`config.mk`:
```
export PLATFORM = sky130hd
export DESIGN_NAME = store_rmw_ctrl
export DESIGN_NICKNAME = d
export VERILOG_FILES = /design/src/rtl/store_rmw_ctrl_pkg.sv /design/src/rtl/store_rmw_ctrl_merge.sv /design/src/rtl/store_rmw_ctrl.sv
export SDC_FILE = /design/constraint.sdc
export NUM_CORES = 1
export LEC_CHECK = 0
export BUFFER_PORTS_ARGS = -buffer_cell sky130_fd_sc_hd__buf_2
export CORE_MARGIN = 2
export CORE_UTILIZATION = 50
export CTS_BUF_LIST = sky130_fd_sc_hd__clkbuf_4 sky130_fd_sc_hd__clkbuf_8
export CTS_CLUSTER_SIZE = 12
export DETAILED_ROUTE_END_ITERATION = 6
export PLACE_DENSITY = 0.8
export SETUP_SLACK_MARGIN = 0.2
export SYNTH_ARGS = -nofsm -noshare
export SYNTH_HDL_FRONTEND = slang
export SYNTH_SLANG_ARGS = --single-unit
```
`constraint.sdc`:
```
create_clock -name clk -period 2.3 [get_ports clk]
set_input_delay 0.345 -clock clk [delete_from_list [all_inputs] [get_ports clk]]
set_output_delay 0.345 -clock clk [all_outputs]
set_load 0.02 [all_outputs]
```
`src/rtl/store_rmw_ctrl_pkg.sv`:
```
// Shared types and constants for the sub-word store read-modify-write controller.
package store_rmw_ctrl_pkg;

  typedef enum logic [1:0] {
    ST_IDLE = 2'd0,
    ST_RD   = 2'd1,
    ST_WR   = 2'd2,
    ST_DONE = 2'd3
  } state_e;

  localparam logic [3:0] MASK_WORD = 4'b1111;
  localparam logic [3:0] MASK_NONE = 4'b0000;

  function automatic int word_addr_w(input int addr_w);
    return addr_w - 2;
  endfunction

endpackage

```
`src/rtl/store_rmw_ctrl_merge.sv`:
```
// Byte-lane merge of store data into an old memory word, handled per 16-bit half.
module write_data_mask_32 (
  input  logic [3:0]  mask_i,
  input  logic [15:0] wdata_i,
  input  logic [31:0] old_i,
  output logic [31:0] data_o
);

  // Sub-word data always comes from the low bits, so both halves see wdata_i.
  function automatic logic [15:0] merge_half(
    input logic [1:0]  m,
    input logic [15:0] w,
    input logic [15:0] o
  );
    logic [15:0] r;
    unique case (m)
      2'b11:   r = w;
      2'b10:   r = {w[7:0], o[7:0]};
      2'b01:   r = {o[15:8], w[7:0]};
      default: r = o;
    endcase
    return r;
  endfunction

  assign data_o = {
    merge_half(mask_i[3:2], wdata_i, old_i[31:16]),
    merge_half(mask_i[1:0], wdata_i, old_i[15:0])
  };

endmodule

```
`src/rtl/store_rmw_ctrl.sv`:
```
// Owns the data memory port: word loads, full-word stores and sub-word
// stores done as read-modify-write against a word-only memory.
module store_rmw_ctrl
  import store_rmw_ctrl_pkg::*;
#(
  parameter int ADDR_W = 32,
  parameter int CNT_W  = 16
) (
  input  logic                           clk,
  input  logic                           rst,
  input  logic                           req_valid,
  output logic                           req_ready,
  input  logic                           req_we,
  input  logic [ADDR_W-1:0]              req_addr,
  input  logic [3:0]                     req_mask,
  input  logic [31:0]                    req_wdata,
  output logic                           done,
  output logic [31:0]                    rsp_rdata,
  output logic                           mem_en,
  output logic                           mem_we,
  output logic [word_addr_w(ADDR_W)-1:0] mem_addr,
  output logic [31:0]                    mem_wdata,
  input  logic [31:0]                    mem_rdata,
  input  logic                           mem_ack,
  output logic [CNT_W-1:0]               rmw_cnt
);

  localparam int WA_W = word_addr_w(ADDR_W);

  state_e            state_q, state_d;
  logic              we_q, we_d;
  logic              rmw_q, rmw_d;
  logic [3:0]        mask_q, mask_d;
  logic [15:0]       wdata_q, wdata_d;
  logic [WA_W-1:0]   addr_q, addr_d;
  logic              en_q, en_d;
  logic              mwe_q, mwe_d;
  logic [31:0]       mwd_q, mwd_d;
  logic [31:0]       rsp_q, rsp_d;
  logic              done_q, done_d;
  logic              rdy_q, rdy_d;
  logic [CNT_W-1:0]  cnt_q, cnt_d;
  logic [31:0]       merged;
  logic              addr_lsb_unused;

  assign addr_lsb_unused = ^req_addr[1:0];

  write_data_mask_32 u_merge (
    .mask_i  (mask_q),
    .wdata_i (wdata_q),
    .old_i   (mem_rdata),
    .data_o  (merged)
  );

  always_comb begin
    state_d = state_q;
    we_d    = we_q;
    rmw_d   = rmw_q;
    mask_d  = mask_q;
    wdata_d = wdata_q;
    addr_d  = addr_q;
    en_d    = en_q;
    mwe_d   = mwe_q;
    mwd_d   = mwd_q;
    rsp_d   = rsp_q;
    done_d  = 1'b0;
    cnt_d   = cnt_q;
    unique case (state_q)
      ST_IDLE: begin
        if (req_valid && rdy_q) begin
          we_d    = req_we;
          mask_d  = req_mask;
          wdata_d = req_wdata[15:0];
          addr_d  = req_addr[ADDR_W-1:2];
          rmw_d   = 1'b0;
          if (!req_we) begin
            state_d = ST_RD;
            en_d    = 1'b1;
          end else if (req_mask == MASK_WORD) begin
            state_d = ST_WR;
            en_d    = 1'b1;
            mwe_d   = 1'b1;
            mwd_d   = req_wdata;
          end else if (req_mask == MASK_NONE) begin
            state_d = ST_DONE;
            done_d  = 1'b1;
          end else begin
            state_d = ST_RD;
            en_d    = 1'b1;
            rmw_d   = 1'b1;
          end
        end
      end
      ST_RD: begin
        if (mem_ack) begin
          if (!we_q) begin
            state_d = ST_DONE;
            rsp_d   = mem_rdata;
            en_d    = 1'b0;
            done_d  = 1'b1;
          end else begin
            state_d = ST_WR;
            mwd_d   = merged;
            mwe_d   = 1'b1;
          end
        end
      end
      ST_WR: begin
        if (mem_ack) begin
          state_d = ST_DONE;
          en_d    = 1'b0;
          mwe_d   = 1'b0;
          done_d  = 1'b1;
          if (rmw_q && (cnt_q != {CNT_W{1'b1}}))
            cnt_d = cnt_q + 1'b1;
        end
      end
      default: begin
        state_d = ST_IDLE;
      end
    endcase
    rdy_d = (state_d == ST_IDLE);
  end

  always_ff @(posedge clk) begin
    if (rst) begin
      state_q <= ST_IDLE;
      we_q    <= 1'b0;
      rmw_q   <= 1'b0;
      mask_q  <= '0;
      wdata_q <= '0;
      addr_q  <= '0;
      en_q    <= 1'b0;
      mwe_q   <= 1'b0;
      mwd_q   <= '0;
      rsp_q   <= '0;
      done_q  <= 1'b0;
      rdy_q   <= 1'b1;
      cnt_q   <= '0;
    end else begin
      state_q <= state_d;
      we_q    <= we_d;
      rmw_q   <= rmw_d;
      mask_q  <= mask_d;
      wdata_q <= wdata_d;
      addr_q  <= addr_d;
      en_q    <= en_d;
      mwe_q   <= mwe_d;
      mwd_q   <= mwd_d;
      rsp_q   <= rsp_d;
      done_q  <= done_d;
      rdy_q   <= rdy_d;
      cnt_q   <= cnt_d;
    end
  end

  assign req_ready = rdy_q;
  assign done      = done_q;
  assign rsp_rdata = rsp_q;
  assign mem_en    = en_q;
  assign mem_we    = mwe_q;
  assign mem_addr  = addr_q;
  assign mem_wdata = mwd_q;
  assign rmw_cnt   = cnt_q;

endmodule

```
# == Word level (Yosys, flattened, before mapping) ==
# Index checks and enable logic that the tools add are counted.
# totals
register_bits,138
input_bits,105
output_inout_bits,114
# classes
add_sub_neg,1
n_bitwise,1
n_eq_ne,18
muxes,41
n_reduce_logical,13
# ops
op,n
$mux W32,5
$pmux W16 S3,2
$pmux W32 S2,1
$mux W1,23
$add A16 B1 Y16 const B,1
$ne A16 B16 Y1 const B,1
$ne A2 B2 Y1 const B,7
$mux W2,6
$reduce_and A6 Y1,2
$eq A2 B2 Y1 const B,5
$pmux W1 S3,3
$reduce_and A7 Y1,1
$eq A2 B1 Y1 const B,3
$pmux W2 S3,1
$reduce_and A3 Y1,2
$eq A4 B4 Y1 const B,1
$logic_not A2 Y1,2
$logic_not A4 Y1,1
$ne A4 B4 Y1 const B,1
$reduce_bool A3 Y1,1
$logic_and A1 B1 Y1,2
$reduce_and A2 Y1,1
$reduce_bool A2 Y1,1
$not A1 Y1,1

# == Longest topological paths before layout ==
# Gate-level depths: netlist of run 1.
# logic_depth
depth_word,7
ltp_mapped,9
mapped_depth_nobuf,6

# == Cells and area by module ==
# A second synthesis of run 1 with hierarchy kept.
# hier_totals
cells_unflattened,741
hier_area_um2,6470.0
# by_module_without_submodules
module,cells_each,instances,area_each_um2
store_rmw_ctrl,669,1,5891.9
write_data_mask_32,72,1,578.1

# == Worst setup path after synthesis of run 1 ==
# OpenSTA, ideal clock, no wires.
# synth_timing
path_kind,reg2reg
from,register state_q[0]
to,"register cnt_q[6], in the netlist rmw_cnt[6]"
required_ps,2179
stages_incl_launch_ff,7
setup_slack_ps,551
path_buffers,0
arrival_time_ps,1628
synth_period_minus_slack_ps,1749
path_cell_list,dfxtp_1 -> inv_1 -> ha_1 -> nand3_1 -> nand2b_1 -> a211oi_1 -> mux2_2
# synth_via
elab_chain_len,2
# synth_lines
item,line,source
"start, declared",store_rmw_ctrl.sv:30,"state_e state_q, state_d;"
"start signal, assigned",store_rmw_ctrl.sv:141,state_q <= state_d;
$eq A2 B2 Y1,store_rmw_ctrl.sv:68,unique case (state_q)
$reduce_and A3 Y1 (no line),-,
"end signal, assigned",store_rmw_ctrl.sv:153,cnt_q <= cnt_d;
"end, declared",store_rmw_ctrl.sv:42,"logic [CNT_W-1:0] cnt_q, cnt_d;"
# No other way between the ends.
# A chain may end at the register's enable or synchronous reset.

# == Worst setup path in the final report of run 1 ==
# layout_timing
from,register state_q[0]
to,"register cnt_q[9], in the netlist rmw_cnt[9]"
# Same word-level chain as after synthesis.

==> impl_metrics.env, run 1 <==
export IMPL_viasPerCell=5.44
export IMPL_dpl_hpwl_mm=12.9
export IMPL_drcViolationCount=0
export IMPL_regArea_um2=2760
export IMPL_port_buffers=216
export IMPL_crit_family="multiplexers"
export IMPL_async_reset_ff_frac=0
export IMPL_fin_skew_ns=0.00699
export IMPL_track_usage=0.269
export IMPL_gr_total_overflow=0
export IMPL_grt_first_pass_wirelength_mm=28.0
export IMPL_core_region_area_um2=12100
export IMPL_drt_wl_total_mm=18.0
export IMPL_yosys_register_bits=138
export IMPL_timing_hold_ws_ns=0.123
export IMPL_cts_buffers=17
export IMPL_crit_slowest_cell="mux2_2"
export IMPL_status="finished, final reports clean"
export IMPL_io_pins=219
export IMPL_crit_fanout=7
export IMPL_slew_violations=0
export IMPL_min_delay_start="req_addr[10]"
export IMPL_gp_congestion=0.856
export IMPL_relSlewSlack=0.499
export IMPL_synth_warnings=0
export IMPL_endpoint_kind="flop"
export IMPL_yosysUniqueCellTypes=43
export IMPL_ctsLongestPathBuffers=2
export IMPL_synth_area_um2=6240
export IMPL_rsz0062_at_grt="no"
export IMPL_fin_tns_setup_ns=0
export IMPL_dp_slack_ns=0.439
export IMPL_clk_latency_ns=0.46
export IMPL_finalCritPeriodShare=0.816
export IMPL_worstSetupStartpointType="flop"
export IMPL_report_power_total_mw=9.01
export IMPL_finalSetupViolCount=0
export IMPL_final_util=0.643
export IMPL_grt_pass1_vias=5805
export IMPL_clock_sinks=138
export IMPL_synth_edf_count=0
export IMPL_yosysSeqAreaShare=0.442
export IMPL_die_x_um=116
export IMPL_cp_data_arrival_time_ns=2.22
export IMPL_crit_path_max_incr_delay_ns=0.36
export IMPL_power_density_nw_per_um2=1160
export IMPL_fmax_ghz=0.533
export IMPL_required_ns=2.65
export IMPL_r2r_end="rmw_cnt[9]$_SDFFE_PP0P_"
export IMPL_dr_first_iter_drc_count=596
export IMPL_cts_resized=0
export IMPL_clk_pin_slew_ns=0.07
export IMPL_postSynthCellCount=779
export IMPL_cp_depth=7
export IMPL_p_leak_nw=3.27
export IMPL_timing_worst_setup_path_type="flop to flop"
export IMPL_die_area_um2=13400
export IMPL_ys_top_cells_by_area="dfxtp_1, a21oi_1, nand2_1"
export IMPL_hold_path_class="input port to flop"
export IMPL_antenna_found_initial=1
export IMPL_critPathBufInv=2
export IMPL_hold_end="mem_addr[8]$_SDFFE_PP0P_"
export IMPL_drt_first_pass_iters=6
export IMPL_vias=6266
export IMPL_reg2regPathDepth=7
export IMPL_timing_final_crit_period_ns=1.88
export IMPL_grt_start_max_net_pins=78
export IMPL_syn_area_per_cell_um2=8.02
export IMPL_fin_ws_ns=0.422
export IMPL_nFillCells=1097
export IMPL_drive_gt1_frac=0.305
export IMPL_multi_input_area_um2=3180
export IMPL_rows=40
export IMPL_cap_violations=0
export IMPL_syn_nets=889
export IMPL_worstMarginPinSlew_ns=0.751
export IMPL_dieHeight_um=116
export IMPL_nets=1081
export IMPL_cts_setup_buffers=0
export IMPL_hold_depth=3
export IMPL_reg2reg_setup_slack_ns=0.42
export IMPL_initial_core_util=0.516
export IMPL_htreeDepth=4
export IMPL_ant_nets=0
export IMPL_cts_hold_buf=0
export IMPL_hold_viol_final=0
export IMPL_synth_top_cell_area_share=0.442
export IMPL_crit_chain="inv_1 > ha_1 > nand3_1 > buf_4 > nand2b_1 > a211oi_1 > mux2_2"
export IMPL_r2r_start="state_q[0]$_SDFF_PP0_"
export IMPL_synthFlopType="dfxtp_1"
export IMPL_ir_worst_vdd_uv=808
export IMPL_yosysTopAreaCell="dfxtp_1"
export IMPL_area_growth_pct=24.7
export IMPL_root_buffer="clkbuf_8"
export IMPL_tritoncts="done"
export IMPL_post_drt_wl_per_cell_um=15.6
==> routing by layer <==
metal / global-route usage / vias to the layer above / wire, um
met5: 0 / - / 13
met4: 0.121 / 2 / 560
met3: 0.0821 / 51 / 1510
met2: 0.429 / 275 / 8240
met1: 0.335 / 2857 / 7670
li1: - / 3081 / -
==> sequential cells by signal, indices dropped and copies added (netlist names) <==
name,cells
mem_addr,30
done,1
rmw_q,1
mem_en,1
mask_q,4
mem_wdata,32
req_ready,1
rsp_rdata,32
mem_we,1
rmw_cnt,16
we_q,1
state_q,2
wdata_q,16
==> synth_stat cells, types with 2 or more instances <==
master / n
dfxtp_1: 138
buf_2: 9
buf_4: 3
nor3_1: 7
nand2_1: 175
nor2b_1: 10
o31ai_1: 3
or3_1: 3
o21ai_0: 19
mux2i_1: 33
a21oi_1: 143
nor4_1: 3
inv_1: 9
nand3_1: 25
buf_6: 4
a211oi_2: 14
and4_4: 2
nand2b_1: 20
clkbuf_1: 44
mux2_2: 9
or4_1: 2
nand4_1: 3
buf_1: 2
a211oi_1: 26
nor2_1: 28
and3_1: 3
and4_1: 4
o21ai_1: 17
a31oi_1: 3
ha_1: 5
==> worst max path at each step <==
stage | slack [ns] | start | endpoint
after CTS | 0.42 | state_q[0]$_SDFF_PP0_ | rmw_cnt[9]$_SDFFE_PP0P_
after floorplan | 0.55 | state_q[0]$_SDFF_PP0_ | rmw_cnt[6]$_SDFFE_PP0P_
final | 0.42 | state_q[0]$_SDFF_PP0_ | rmw_cnt[9]$_SDFFE_PP0P_
after detailed placement | 0.44 | state_q[0]$_SDFF_PP0_ | rmw_cnt[9]$_SDFFE_PP0P_
after global routing | 0.21 | state_q[1]$_SDFF_PP0_ | mem_wdata[31]$_SDFFE_PP0P_
after global placement | 0.45 | state_q[0]$_SDFF_PP0_ | rmw_cnt[9]$_SDFFE_PP0P_
==> cells by family after synthesis <==
group | after synthesis | share of synthesized area
buffers and inverters | 72 | 0.0517
flip-flops | 138 | 0.442
AO/OA/AOI/OAI | 232 | 0.219
AND/OR/NAND/NOR | 290 | 0.208
multiplexers | 42 | 0.0691
adder cells (fa/ha/maj) | 5 | 0.0100
==> through the flow <==
step | instance area [um2] | std cells
2_1_floorplan | 6240 | 779
3_3_place_gp | 7430 | 1120
3_5_place_dp | 7430 | 1120
4_1_cts | 7780 | 1150
5_1_grt | 7780 | 1150
6_report | 7790 | 1151
==> report_power, final <==
| part | internal (mW) | switching (mW) | total [mW] |
|---|---|---|---|
| Combinational | 1.28 | 2.55 | 3.83 |
| Clock | 0.947 | 0.873 | 1.82 |
| Sequential | 2.99 | 0.372 | 3.36 |
| Total | 5.21 | 3.80 | 9.01 |
==> worst min-delay path: stages <==
cell and delay (ns):
buf_2 0.09, nand2_1 0.04, a21oi_1 0.05
==> cells in the final DEF, fill, tap and decap left out, types with 10 or more instances in the layout <==
| cell | synthesis | layout |
|---|---|---|
| nand2b_1 | 20 | 20 |
| o21ai_1 | 17 | 16 |
| a21oi_1 | 143 | 143 |
| a211oi_1 | 26 | 26 |
| nor2b_1 | 10 | 10 |
| dfxtp_1 | 138 | 138 |
| a211oi_2 | 14 | 14 |
| clkbuf_8 | 0 | 22 |
| nand3_1 | 25 | 24 |
| buf_4 | 3 | 19 |
| mux2i_1 | 33 | 33 |
| buf_2 | 9 | 215 |
| nor2_1 | 28 | 28 |
| o21ai_0 | 19 | 19 |
| nand2_1 | 175 | 175 |
==> cell type report <==
class / instances / share of cell area
Tap cell: 168 / 0.0270
Antenna cell: 1 / 0.000321
Clock inverter: 2 / 0.00129
Inverter: 10 / 0.00482
Multi-Input combinational cell: 569 / 0.408
Clock buffer: 28 / 0.0447
Sequential cell: 138 / 0.355
Timing Repair Buffer: 235 / 0.159
Power figures use the tool's default switching activity.
==> inputs of run 2 (changes only) <==
ABC_AREA = 1   (was unset)
CORE_UTILIZATION = 47   (was 50)
PLACE_DENSITY = 0.79   (was 0.8)
clock period = 1.5 ns   (was 2.3 ns; I/O delays follow)
==> impl_metrics.env, run 2 <==
export IMPL_nFillCells=1030
export IMPL_synth_warnings=0
export IMPL_dieHeight_um=118
export IMPL_required_ns=1.85
export IMPL_synth_edf_count=0
export IMPL_yosysTopAreaCell="dfxtp_1"
export IMPL_track_usage=0.296
export IMPL_cts_buffers=17
export IMPL_ctsLongestPathBuffers=2
export IMPL_finalSetupViolCount=102
export IMPL_postSynthCellCount=902
export IMPL_syn_nets=1012
export IMPL_syn_area_per_cell_um2=6.77
export IMPL_clk_latency_ns=0.45
export IMPL_drt_wl_total_mm=21.5
export IMPL_io_pins=219
export IMPL_dpl_cell_area_um2=7670
export IMPL_synth_fa_ha_area_frac=0.0103
export IMPL_timing_hold_ws_ns=0.0178
export IMPL_synthFlopType="dfxtp_1"
export IMPL_crit_fanout=7
export IMPL_htreeDepth=4
export IMPL_worstSetupStartpointType="flop"
export IMPL_timing_worst_setup_path_type="flop to flop"
export IMPL_gr_total_overflow=0
export IMPL_synth_top_cell_area_share=0.453
export IMPL_cp_data_arrival_time_ns=1.99
export IMPL_post_drt_wl_per_cell_um=15.8
export IMPL_synth_top_family_by_area="simple AND/OR/NAND/NOR gates"
export IMPL_p_leak_nw=4.24
export IMPL_viasPerCell=5.25
export IMPL_drt_first_pass_iters=6
export IMPL_dp_slack_ns=-0.167
export IMPL_layout_common_cells="nor2_1, buf_2, nand2_1"
export IMPL_port_buffers=216
export IMPL_async_reset_ff_frac=0
export IMPL_synth_area_um2=6100
export IMPL_yosysSeqAreaShare=0.453
export IMPL_fmax_ghz=0.609
export IMPL_initial_core_util=0.482
export IMPL_synth_xor_area_share=0.00861
export IMPL_fin_ws_ns=-0.142
export IMPL_synth_compound_area_frac=0.173
export IMPL_finalCritPeriodShare=1.09
export IMPL_clock_sinks=138
export IMPL_nets=1292
export IMPL_dpl_hpwl_mm=13.5
export IMPL_failed_checks="negative setup slack"
export IMPL_vias=7176
export IMPL_p_sw_mw=7.63
export IMPL_report_power_total_mw=17.9
export IMPL_pwr_share_comb=0.527
export IMPL_clock_power_share=0.165
export IMPL_grt_start_max_net_pins=101
export IMPL_dp_cells=1282
export IMPL_cap_violations=0
export IMPL_tritoncts="done"
export IMPL_synth_most_common_cell="nor2_1"
export IMPL_slew_violations=0
export IMPL_ys_top_cells_by_area="dfxtp_1, nor2_1, o21ai_0"
export IMPL_rows=41
export IMPL_endpoint_kind="flop"
export IMPL_fin_skew_ns=0.0173
export IMPL_die_x_um=118
export IMPL_hold_path_class="input port to flop"
export IMPL_status="finished, violations left"
export IMPL_rsz0062_at_grt="yes"
export IMPL_clk_pin_slew_ns=0.07
export IMPL_antenna_found_initial=1
export IMPL_yosysUniqueCellTypes=29
export IMPL_area_growth_pct=49.9
export IMPL_fin_tns_setup_ns=-6.70
export IMPL_p_int_mw=10.3
export IMPL_synthTopCellsByCount="nor2_1, nand2_1, o21ai_0"
export IMPL_p_sw_frac=0.426
export IMPL_root_buffer="clkbuf_8"
export IMPL_ant_nets=0
export IMPL_stdcell_count=1368
export IMPL_final_common_cell="nor2_1"
export IMPL_grt_pass1_vias=6807
export IMPL_dr_first_iter_drc_count=557
export IMPL_gp_congestion=0.943
export IMPL_relSlewSlack=0.744
export IMPL_drcViolationCount=0
export IMPL_muxShareOfSynthArea=0
export IMPL_pwr_share_seq=0.308
export IMPL_timing_final_crit_period_ns=1.64
export IMPL_final_util=0.722
export IMPL_die_area_um2=13900
export IMPL_hold_viol_final=0
export IMPL_yosys_area_share_simple=0.292
export IMPL_power_density_nw_per_um2=1960
export IMPL_worstMarginPinSlew_ns=0.384
export IMPL_yosys_register_bits=138
export IMPL_grt_first_pass_wirelength_mm=32.9
export IMPL_final_area_um2=9150
export IMPL_core_region_area_um2=12700
export IMPL_drive_gt1_frac=0.352
export IMPL_ir_worst_vdd_uv=1190
==> run 2: repair_timing <==
action | in CTS | in global routing
setup buffers | 12 | 4
gates resized for setup | 98 | 39
hold buffers | 26 | 0
endpoints found under the setup margin | 140 | 144
pin swaps | 30 | 19
endpoints found under the hold margin | 26 | 0
cloned | 6 | 5
==> run 2: cell families after synthesis <==
group / Yosys count
AOI/OAI and AO/OA: 205
DFF: 138
buffers and inverters: 90
and+or+nand+nor: 458
xor gates and xnor gates: 6
adders and majority gates: 5
==> run 2: final timing paths <==
path / to / cells after the start / slack (ns) / start
worst max-delay path: mem_wdata[29]$_SDFFE_PP0P_ / 12 / -0.14 / state_q[0]$_SDFF_PP0_
worst min-delay path: mem_addr[20]$_SDFFE_PP0P_ / 3 / 0.02 / req_addr[22]
worst max register to register: mem_wdata[29]$_SDFFE_PP0P_ / 12 / -0.14 / state_q[0]$_SDFF_PP0_
worst min register to register: mem_wdata[1]$_SDFFE_PP0P_ / 2 / 0.47 / mem_wdata[1]$_SDFFE_PP0P_
==> run 2: cell type report <==
cell class / instances / area [um2] / area share
multi-input combinational: 674 / 3280 / 0.359
sequential: 138 / 2800 / 0.306
timing repair buffer: 309 / 2290 / 0.251
clock buffer: 25 / 325 / 0.0356
tap: 172 / 215 / 0.0235
inverter: 42 / 173 / 0.0189
clock inverter: 7 / 63.8 / 0.00697
antenna: 1 / 2.50 / 0.000273
==> run 2: power groups by stage <==
stage | Combinational (mW) | Sequential, mW | Clock (mW)
floorplan | 3.53 | 6.59 | 0
global placement | 7.10 | 5.51 | 0
detailed placement | 7.22 | 5.53 | 0
CTS | 8.69 | 5.50 | 3.00
global route | 10.2 | 5.66 | 3.16
finish | 9.45 | 5.53 | 2.95
==> run 2: per-layer routing <==
metal / global-route usage / share of wire
met1: 0.346 / 0.39
met2: 0.497 / 0.49
met3: 0.0828 / 0.083
met4: 0.149 / 0.041
met5: 0 / 0
==> run 2: critical path, cell delays in order, from the launching register on <==
cell,delay (ns)
dfxtp_4,0.39
inv_4,0.05
ha_4,0.19
nand2_4,0.07
o21ai_4,0.06
inv_2,0.10
nand3_4,0.08
nor2_4,0.17
buf_12,0.14
buf_12,0.12
nand2_1,0.05
nand2_1,0.07
nor2_1,0.05
==> inputs of run 3 (changes only) <==
CORE_MARGIN = unset   (was 2)
==> impl_metrics.env, run 3 (synthesized netlist as in run 2, its figures left out) <==
export IMPL_hold_path_class="input port to flop"
export IMPL_viasPerCell=5.59
export IMPL_grt_pass1_vias=6915
export IMPL_dr_first_iter_drc_count=791
export IMPL_cp_depth=12
export IMPL_timing_final_crit_period_ns=1.71
export IMPL_status="finished, violations left"
export IMPL_crit_family="simple AND/OR/NAND/NOR gates"
export IMPL_cp_data_arrival_time_ns=2.07
export IMPL_crit_slowest_cell="dfxtp_4"
export IMPL_gr_total_overflow=0
export IMPL_rsz0062_at_grt="yes"
export IMPL_tritoncts="done"
export IMPL_cap_violations=0
export IMPL_ir_worst_vdd_uv=1270
export IMPL_fin_ws_ns=-0.212
export IMPL_ant_nets=0
export IMPL_dpl_cell_area_um2=7670
export IMPL_worstMarginPinSlew_ns=0.423
export IMPL_finalCritPeriodShare=1.14
export IMPL_clk_latency_ns=0.46
export IMPL_drt_first_pass_iters=6
export IMPL_final_common_cell="buf_2"
export IMPL_htreeDepth=4
export IMPL_reg2regPathDepth=12
export IMPL_clk_pin_slew_ns=0.09
export IMPL_core_region_area_um2=12600
export IMPL_failed_checks="negative setup slack"
export IMPL_relSlewSlack=0.715
export IMPL_area_growth_pct=63.5
export IMPL_die_x_um=116
export IMPL_cts_buffers=17
export IMPL_layout_common_cells="buf_2, nor2_1, nand2_1"
export IMPL_final_area_um2=9980
export IMPL_rows=41
export IMPL_drt_wl_total_mm=25.4
export IMPL_clock_sinks=138
export IMPL_drive_gt1_frac=0.434
export IMPL_fin_skew_ns=0.0107
export IMPL_track_usage=0.329
export IMPL_p_leak_nw=4.60
export IMPL_antenna_found_initial=0
export IMPL_crit_fanout=8
export IMPL_power_density_nw_per_um2=2010
export IMPL_hold_viol_final=0
export IMPL_drcViolationCount=0
export IMPL_nets=1315
export IMPL_timing_hold_ws_ns=0.0211
export IMPL_vias=7774
export IMPL_die_area_um2=13400
export IMPL_finalSetupViolCount=131
export IMPL_hold_depth=3
export IMPL_cpMostUsedCell="nand2_1"
export IMPL_slew_violations=0
export IMPL_critPathBufInv=4
export IMPL_fmax_ghz=0.584
export IMPL_grt_start_max_net_pins=50
export IMPL_endpoint_kind="flop"
export IMPL_io_pins=219
export IMPL_dieHeight_um=116
export IMPL_grt_first_pass_wirelength_mm=33.7
export IMPL_dp_slack_ns=-0.135
export IMPL_timing_worst_setup_path_type="flop to flop"
export IMPL_crit_chain="inv_4 > ha_4 > nand2_4 > o21ai_2 > inv_2 > nand3_4 > nor2_4 > buf_6 > buf_12 > nand2_1 > nand2_1 > nor2_1"
export IMPL_worstSetupStartpointType="flop"
export IMPL_dpl_hpwl_mm=13.4
export IMPL_crit_path_max_incr_delay_ns=0.39
export IMPL_ctsLongestPathBuffers=2
export IMPL_root_buffer="clkbuf_8"
export IMPL_initial_core_util=0.484
export IMPL_post_drt_wl_per_cell_um=18.2
export IMPL_gp_congestion=0.889
export IMPL_port_buffers=216
export IMPL_required_ns=1.85
-- run 3: cell types whose count changed in the layout (fill, tap and decap cells not counted), sizes merged --
cell,change
buf,+17
bufinv,+3
clkbuf,-3
clkinv,-2
clkinvlp,+2
inv,+5
o21ai,+1
-- run 3: worst paths after layout --
| path | to | slack, ns | from |
|---|---|---|---|
| setup / recovery | mem_wdata[28]$_SDFFE_PP0P_ | -0.21 | state_q[0]$_SDFF_PP0_ |
| hold / removal | rsp_rdata[25]$_SDFFE_PP0N_ | 0.02 | mem_rdata[25] |
| setup reg to reg | mem_wdata[28]$_SDFFE_PP0P_ | -0.21 | state_q[0]$_SDFF_PP0_ |
| hold reg to reg | mem_wdata[17]$_SDFFE_PP0P_ | 0.47 | mem_wdata[17]$_SDFFE_PP0P_ |
-- run 3: area by class of cell --
| cell class | instances | area, um2 |
|---|---|---|
| repair buffers | 331 | 2660 |
| inverters | 42 | 193 |
| clock inverters | 15 | 211 |
| flip-flops and latches | 138 | 2790 |
| diodes | 1 | 2.50 |
| well taps | 172 | 215 |
| clock buffers | 17 | 234 |
| multi-input cells | 675 | 3670 |
| fillers | 818 | 2640 |
-- run 3: repair_timing --
| action | 4_1_cts | 5_1_grt |
|---|---|---|
| hold endpoints to repair | 26 | 0 |
| setup buffers | 14 | 15 |
| endpoints found under the setup margin | 143 | 150 |
| pin swaps | 23 | 56 |
| hold buffers | 26 | 0 |
| resized for setup | 108 | 210 |
| cloned | 10 | 12 |
-- run 3: metal layers --
layer,up-vias,GRT usage,share of wire
li1,3541,-,-
met1,3570,0.375,0.36
met2,531,0.558,0.48
met3,132,0.0853,0.096
met4,0,0.191,0.056
met5,-,0,0
-- run 3: through the flow --
step	setup TNS, ns	total power, mW	util	instances
6_report	-13.51	20.0	0.791	1391
5_1_grt	-19.58	21.0	0.791	1390
4_1_cts	-1.73	17.5	0.715	1363
3_5_place_dp	-8.58	12.6	0.608	1281
3_3_place_gp	-5.57	12.5	0.608	1281
2_1_floorplan	-0.161	10.1	-	902
-- run 3: report_power, final --
part           switching, mW  total (mW)  internal [mW]
clock network           1.61        3.46           1.84
logic                   6.36        11.0           4.60
registers              0.784        5.62           4.84
total                   8.76        20.0           11.3
-- run 3: worst min-delay path, cell delays in order --
cell     delay (ns)
buf_2          0.10
o21ai_2        0.05
nor2_1         0.07
